==> src/rtl/hazard_ctrl.sv <==
// Hazard sequencer for the 5-stage core: stall/flush/forward control plus imem wait tracking.
// Optional HAZARD_PERF_CNT_EN builds saturating StallF/FlushE cycle counters.
module hazard_ctrl #(
    parameter int REG_AW       = 5,
    parameter int IMEM_TIMEOUT = 255,
    parameter int TO_W         = 8,
    parameter int CNT_W        = 32
) (
    input  logic              clk,
    input  logic              reset,
    input  logic [REG_AW-1:0] Rs1D,
    input  logic [REG_AW-1:0] Rs2D,
    input  logic [REG_AW-1:0] Rs1E,
    input  logic [REG_AW-1:0] Rs2E,
    input  logic [REG_AW-1:0] RdE,
    input  logic              ResultSrcE0,
    input  logic              PCSrcE,
    input  logic [REG_AW-1:0] RdM,
    input  logic              RegWriteM,
    input  logic [REG_AW-1:0] RdW,
    input  logic              RegWriteW,
    input  logic              imem_ready,
    output logic              StallF,
    output logic              StallD,
    output logic              FlushD,
    output logic              FlushE,
    output logic [1:0]        ForwardAE,
    output logic [1:0]        ForwardBE,
    output logic              imem_err,
    output logic [CNT_W-1:0]  stall_cnt,
    output logic [CNT_W-1:0]  flush_cnt
);

    typedef enum logic [1:0] {
        RUN     = 2'd0,
        IWAIT   = 2'd1,
        DISCARD = 2'd2
    } state_t;

    localparam logic [TO_W-1:0] TIMEOUT_V = TO_W'(IMEM_TIMEOUT);

    state_t          state_q, state_d;
    logic [TO_W-1:0] wait_cnt_q, wait_cnt_d;
    logic            imem_err_q, imem_err_d;
    logic            lw_stall;

    always_ff @(posedge clk) begin
        if (reset) begin
            state_q    <= RUN;
            wait_cnt_q <= '0;
            imem_err_q <= 1'b0;
        end else begin
            state_q    <= state_d;
            wait_cnt_q <= wait_cnt_d;
            imem_err_q <= imem_err_d;
        end
    end

    // A taken branch while the fetch is still outstanding makes that response wrong-path.
    always_comb begin
        state_d = state_q;
        if (PCSrcE) begin
            state_d = imem_ready ? RUN : DISCARD;
        end else begin
            unique case (state_q)
                RUN:     state_d = imem_ready ? RUN : IWAIT;
                IWAIT:   state_d = imem_ready ? RUN : IWAIT;
                DISCARD: state_d = imem_ready ? RUN : DISCARD;
                default: state_d = RUN;
            endcase
        end
    end

    always_comb begin
        wait_cnt_d = wait_cnt_q;
        if (state_d == RUN) begin
            wait_cnt_d = '0;
        end else if ((state_q != RUN) && !imem_ready && (wait_cnt_q != TIMEOUT_V)) begin
            wait_cnt_d = wait_cnt_q + 1'b1;
        end
        imem_err_d = imem_err_q | (wait_cnt_d == TIMEOUT_V);
    end

    assign lw_stall = ResultSrcE0 && (RdE != '0) && ((RdE == Rs1D) || (RdE == Rs2D));
    assign imem_err = imem_err_q;

    always_comb begin
        StallF = 1'b0;
        StallD = 1'b0;
        FlushD = 1'b0;
        FlushE = 1'b0;
        if (reset || PCSrcE) begin
            FlushD = 1'b1;
            FlushE = 1'b1;
        end else if (lw_stall) begin
            StallF = 1'b1;
            StallD = 1'b1;
            FlushE = 1'b1;
        end else if (!imem_ready || (state_q == DISCARD)) begin
            StallF = 1'b1;
            FlushD = 1'b1;
        end
    end

    // M-stage result is newer than W-stage, so it wins when both match.
    always_comb begin
        ForwardAE = 2'b00;
        ForwardBE = 2'b00;
        if (!reset) begin
            if (RegWriteM && (RdM != '0) && (RdM == Rs1E))      ForwardAE = 2'b10;
            else if (RegWriteW && (RdW != '0) && (RdW == Rs1E)) ForwardAE = 2'b01;
            if (RegWriteM && (RdM != '0) && (RdM == Rs2E))      ForwardBE = 2'b10;
            else if (RegWriteW && (RdW != '0) && (RdW == Rs2E)) ForwardBE = 2'b01;
        end
    end

`ifdef HAZARD_PERF_CNT_EN
    logic [CNT_W-1:0] stall_cnt_q, stall_cnt_d;
    logic [CNT_W-1:0] flush_cnt_q, flush_cnt_d;

    always_ff @(posedge clk) begin
        if (reset) begin
            stall_cnt_q <= '0;
            flush_cnt_q <= '0;
        end else begin
            stall_cnt_q <= stall_cnt_d;
            flush_cnt_q <= flush_cnt_d;
        end
    end

    always_comb begin
        stall_cnt_d = stall_cnt_q;
        flush_cnt_d = flush_cnt_q;
        if (StallF && (stall_cnt_q != '1)) stall_cnt_d = stall_cnt_q + 1'b1;
        if (FlushE && (flush_cnt_q != '1)) flush_cnt_d = flush_cnt_q + 1'b1;
    end

    assign stall_cnt = stall_cnt_q;
    assign flush_cnt = flush_cnt_q;
`else
    assign stall_cnt = '0;
    assign flush_cnt = '0;
`endif

endmodule
==> config.mk <==
export PLATFORM = sky130hd
export DESIGN_NAME = hazard_ctrl
export DESIGN_NICKNAME = d
export VERILOG_FILES = /design/src/rtl/hazard_ctrl.sv
export SDC_FILE = /design/constraint.sdc
export NUM_CORES = 1
export LEC_CHECK = 0
export BUFFER_PORTS_ARGS = -buffer_cell sky130_fd_sc_hd__buf_2
export CORE_AREA = 2 2 76 78
export DETAILED_ROUTE_END_ITERATION = 10
export DIE_AREA = 0 0 78 80
export SYNTH_ARGS = -nofsm -noshare
export SYNTH_HDL_FRONTEND = slang
export SYNTH_SLANG_ARGS = --single-unit
==> constraint.sdc <==
create_clock -name clk -period 3.1 [get_ports clk]
set_input_delay 0 -clock clk [delete_from_list [all_inputs] [get_ports clk]]
set_output_delay 0 -clock clk [all_outputs]
set_load 0.02 [all_outputs]
---- After elaboration in Yosys (flattened, before gate mapping) ----
Cells that the tools add are included.
storage, ports and cells
  bits in registers ....................... 11
  output and inout port bits .............. 73
  logic and storage cells ................. 56
  input bits .............................. 42
cells by class
  bitwise operators ....................... 1
  eq/ne operators ......................... 10
  $add $sub $neg .......................... 1
  reduce and logical (&&, ||, !) cells .... 21
  muxes and demuxes ....................... 20
operators with widths
  cell                                                              number
  5-bit == test                                                     6
  8-bit two-way mux                                                 2
  5-bit nonzero test                                                3
  2-bit two-way mux                                                 6
  1-bit two-way mux                                                 11
  1-bit logical AND                                                 10
  8-bit by 1-bit adder with 8-bit output (second input constant)    1
  8-bit == test (second input constant)                             1
  8-bit != test (second input constant)                             1
  2-bit logical NOT                                                 2
  2-bit one-hot mux with 2 select lines                             1
  1-bit logical OR                                                  3
  2-bit by 1-bit == test with 1-bit output (second input constant)  1
  2-bit == test (second input constant)                             1
  2-bit nonzero test                                                1
  2-bit OR reduction                                                1
  1-bit logical NOT                                                 1
  1-bit OR                                                          1

---- Depth between registers and ports, before layout ----
  word-level depth ........................ 8
  mapped depth ............................ 6
  depth with buffers taken out ............ 6

---- Least setup slack after synthesis ----
Ideal clock, no wire load.
  path type ............................... register to register
  from .................................... reg wait_cnt_q[0]
  to ...................................... reg imem_err_q (netlist: imem_err)
  period minus slack after synthesis ...... 1.741 ns
  path buffers ............................ 0
  library setup time ...................... 0.096 ns
  path slack .............................. 1.359 ns
  data required time ...................... 3.004 ns
  data arrival time ....................... 1.646 ns
  cell stages (with the launch flop) ...... 7
  path through ............................ dfxtp_1 ha_1 nand4_1 o21ai_2 or3b_1 a221o_1 o41ai_2
on the way
  cells in the longest elaborated chain, start to end .. 6
  elaborated cells on any way between the ends .. 7
  classes of those cells .................. add/sub: 1; eq/ne: 2; mux: 2; bitwise: 1; reduce/logical: 1
RTL lines
  item                                                                                            RTL line  RTL
  start, declared                                                                                 43        logic [TO_W-1:0] wait_cnt_q, wait_cnt_d;
  start signal, assigned                                                                          54        wait_cnt_q <= wait_cnt_d;
  parallel branches: the longest is 2 deep, another holds 8-bit by 1-bit adder with 8-bit output  n/a
  8-bit two-way mux *                                                                             78        end else if ((state_q != RUN) && !imem_ready && (wait_cnt_q != TIMEOUT_V)) begin
  8-bit two-way mux *                                                                             76        if (state_d == RUN) begin
  8-bit == test *                                                                                 81        imem_err_d = imem_err_q | (wait_cnt_d == TIMEOUT_V);
  1-bit OR *                                                                                      81
  end signal, assigned                                                                            55        imem_err_q <= imem_err_d;
  end, declared                                                                                   44        logic imem_err_q, imem_err_d;
Mark *: on every way between the ends.
A chain may end at the register's enable or synchronous reset.

---- Worst setup path after layout ----
Ends and elaborated chain as after synthesis.

==> impl_metrics.yaml <==
outcome:
  status: "completed"
finish:
  n_fill_cell: 621
  drive_gt1_frac: 0.254
  num_antenna_cells: 0
  nets: 284
  layout.cells.non_filler: 312
  syn_to_final_growth_pct: 8.34
  finalInstanceArea_sq_mm: 0.00164
power:
  vdd_ir_drop_max_uv: 150
  power_mw: 0.467
  p_leak_nw: 0.766
  powerDensity_mw_per_mm2: 284
synth:
  synth_ff_type: "dfxtp_1"
  netlist_area_sq_mm: 0.00152
  ys_top_cells_by_area: "buf_4 (33%), dfxtp_1 (15%), xnor2_1 (9.2%)"
  synth.most_common_cell: "buf_4"
  synth_edf_count: 0
  synthTopCellsByCount: "buf_4 (66), xnor2_1 (16), xor2_1 (16), dfxtp_1 (11), nor2_1 (11)"
  yosysWarnings: 0
  avgSynthCellArea_sq_um: 8.02
  yosysUniqueCellTypes: 43
  synth_top_area_frac: 0.327
  synthArstFlopShare: 0
  ys_seq_area_frac: 0.145
  yosysTopAreaCell: "buf_4"
  ys_seq_elements: 11
  synthCells: 189
global_route:
  grt_pass1_wl_mm: 4.91
  grt_overflow_total: 0
  antenna_found_initial: 0
  grt_usage: 0.0959
  grt_max_degree: 13
  first_global_vias: 1111
detailed_routing:
  via_per_inst: 4.06
  drt_iter0_markers: 65
  drc_errors: 0
  first_pass_iters: 4
  post_drt_wl_per_cell_microns: 9.76
  wl_mm: 3.04
  num_vias: 1268
  ant_nets: 0
clock_network:
  cts_root_buf: "clkbuf_8"
  cts.sinks: 11
  ctsHoldBuffers: 0
  cts_resized: 0
  cts_max_path_buffers: 2
  clkTransAtPathRegs_ns: 0.05
  postCtsSetupBuffers: 0
  cts-htree-levels: 1
  tritoncts: "built"
  clock_latency_ns: 0.24
  cts_buffers: 3
timing:
  setup_violations: 0
  rsz0062_at_grt: "no"
  min_period_over_period: 0.594
  skew_ns: 0.00168
  setup_tns_ns: 0
  maxSlewViolCount: 0
  fin_ws_ns: 1.26
  finalHoldViolCount: 0
  period_minus_slack_ns: 1.84
  clock.fmax_mhz: 543
worst_setup_path:
  crit_path_max_fanout: 5
  crit_path_start_kind: "flip-flop"
  crit_type: "reg -> reg"
  critical_path_required_ns: 3.24
  end_kind: "flip-flop"
  worst-endpoint-arrival_ns: 1.98
place:
  place_ws_ns: 1.25
  dpl.hpwl_mm: 2.58
  dp_cells: 308
  gp_congestion: 0.792
  portBuffers: 50
  place_area_sq_mm: 0.00160
floorplan:
  die_w_microns: 78
  row_count: 27
  io_pins: 115
  dieHeight_microns: 80
  die_area_sq_mm: 0.00624
  core_sq_mm: 0.00541
  initial_core_util: 0.280
run:
  maxCapViolCount: 0
hold_path:
  hp-class: "in -> reg"
==> per-stage QoR <==
stage,hold slack (ns),utilization
floorplan,0.0770,-
finish,0.0114,0.304
global placement,0.261,0.295
detailed placement,0.265,0.295
CTS,0.0103,0.304
global route,0.0417,0.304
==> power breakdown <==
| group | internal, mW | leakage, nW | total (mW) | switching [mW] |
|---|---|---|---|---|
| Clock | 0.0906 | 0.0228 | 0.147 | 0.0569 |
| Sequential | 0.143 | 0.0889 | 0.145 | 0.00245 |
| Combinational | 0.0517 | 0.654 | 0.174 | 0.122 |
| Total | 0.285 | 0.766 | 0.467 | 0.181 |
==> worst max-delay path, cell delays in order, from the launching register on <==
cell	delay, ns
dfxtp_1	0.37
ha_1	0.25
nand4_1	0.13
o21ai_2	0.10
or3b_1	0.38
a221o_1	0.34
o41ai_2	0.19
==> state kept, by name, indices dropped and copies added, names as in the netlist <==
name / flops
wait_cnt_q: 8
imem_err: 1
state_q: 2
==> path summary, 6_finish.rpt <==
check / startpoint / to / slack (ns) / cells after the start
worst max-delay path: wait_cnt_q[0] / imem_err / 1.26 / 6
worst min-delay path: PCSrcE / state_q[0] / 0.01 / 2
worst max register to register: wait_cnt_q[0] / imem_err / 1.26 / 6
worst min register to register: imem_err / imem_err / 0.56 / 2
==> final cells by class <==
type,count,area (sq um),share of cell area
multi-input combinational,174,1030,0.629
timing repair buffer,50,250,0.152
sequential,11,220,0.134
tap,72,90.1,0.0549
clock buffer,4,45.0,0.0274
inverter,1,3.75,0.00229
==> layout by cell type (no fill, tap or decap), types with 2 or more instances in the layout <==
cell,n
buf_2,50
nor3_1,7
or4_1,5
xnor2_1,16
a21oi_1,3
o21ai_1,2
xor2_1,16
nand2_1,6
or2b_2,2
nor4_1,5
nand3_1,8
conb_1,64
o31ai_1,2
dfxtp_1,11
nor2_1,11
clkbuf_8,3
==> routing by layer <==
layer | wire, microns | GRT usage | vias up
met5 | 0 | 0 | -
met3 | 267 | 0.0271 | 2
li1 | - | - | 626
met2 | 1570 | 0.184 | 65
met4 | 10 | 0.0158 | 0
met1 | 1200 | 0.105 | 575
==> logic make-up (layout without fill, tap and decap cells) <==
family,after synthesis,in the layout,share of synthesized area
AOI/OAI and AO/OA,21,21,0.110
DFF,11,11,0.145
other,1,64,0.00247
adders and majority gates,1,1,0.00826
buffers and inverters,67,55,0.329
and+or+nand+nor,55,55,0.213
xor gates and xnor gates,32,32,0.185
muxes,1,1,0.00661
Power figures use the tool's default switching activity.
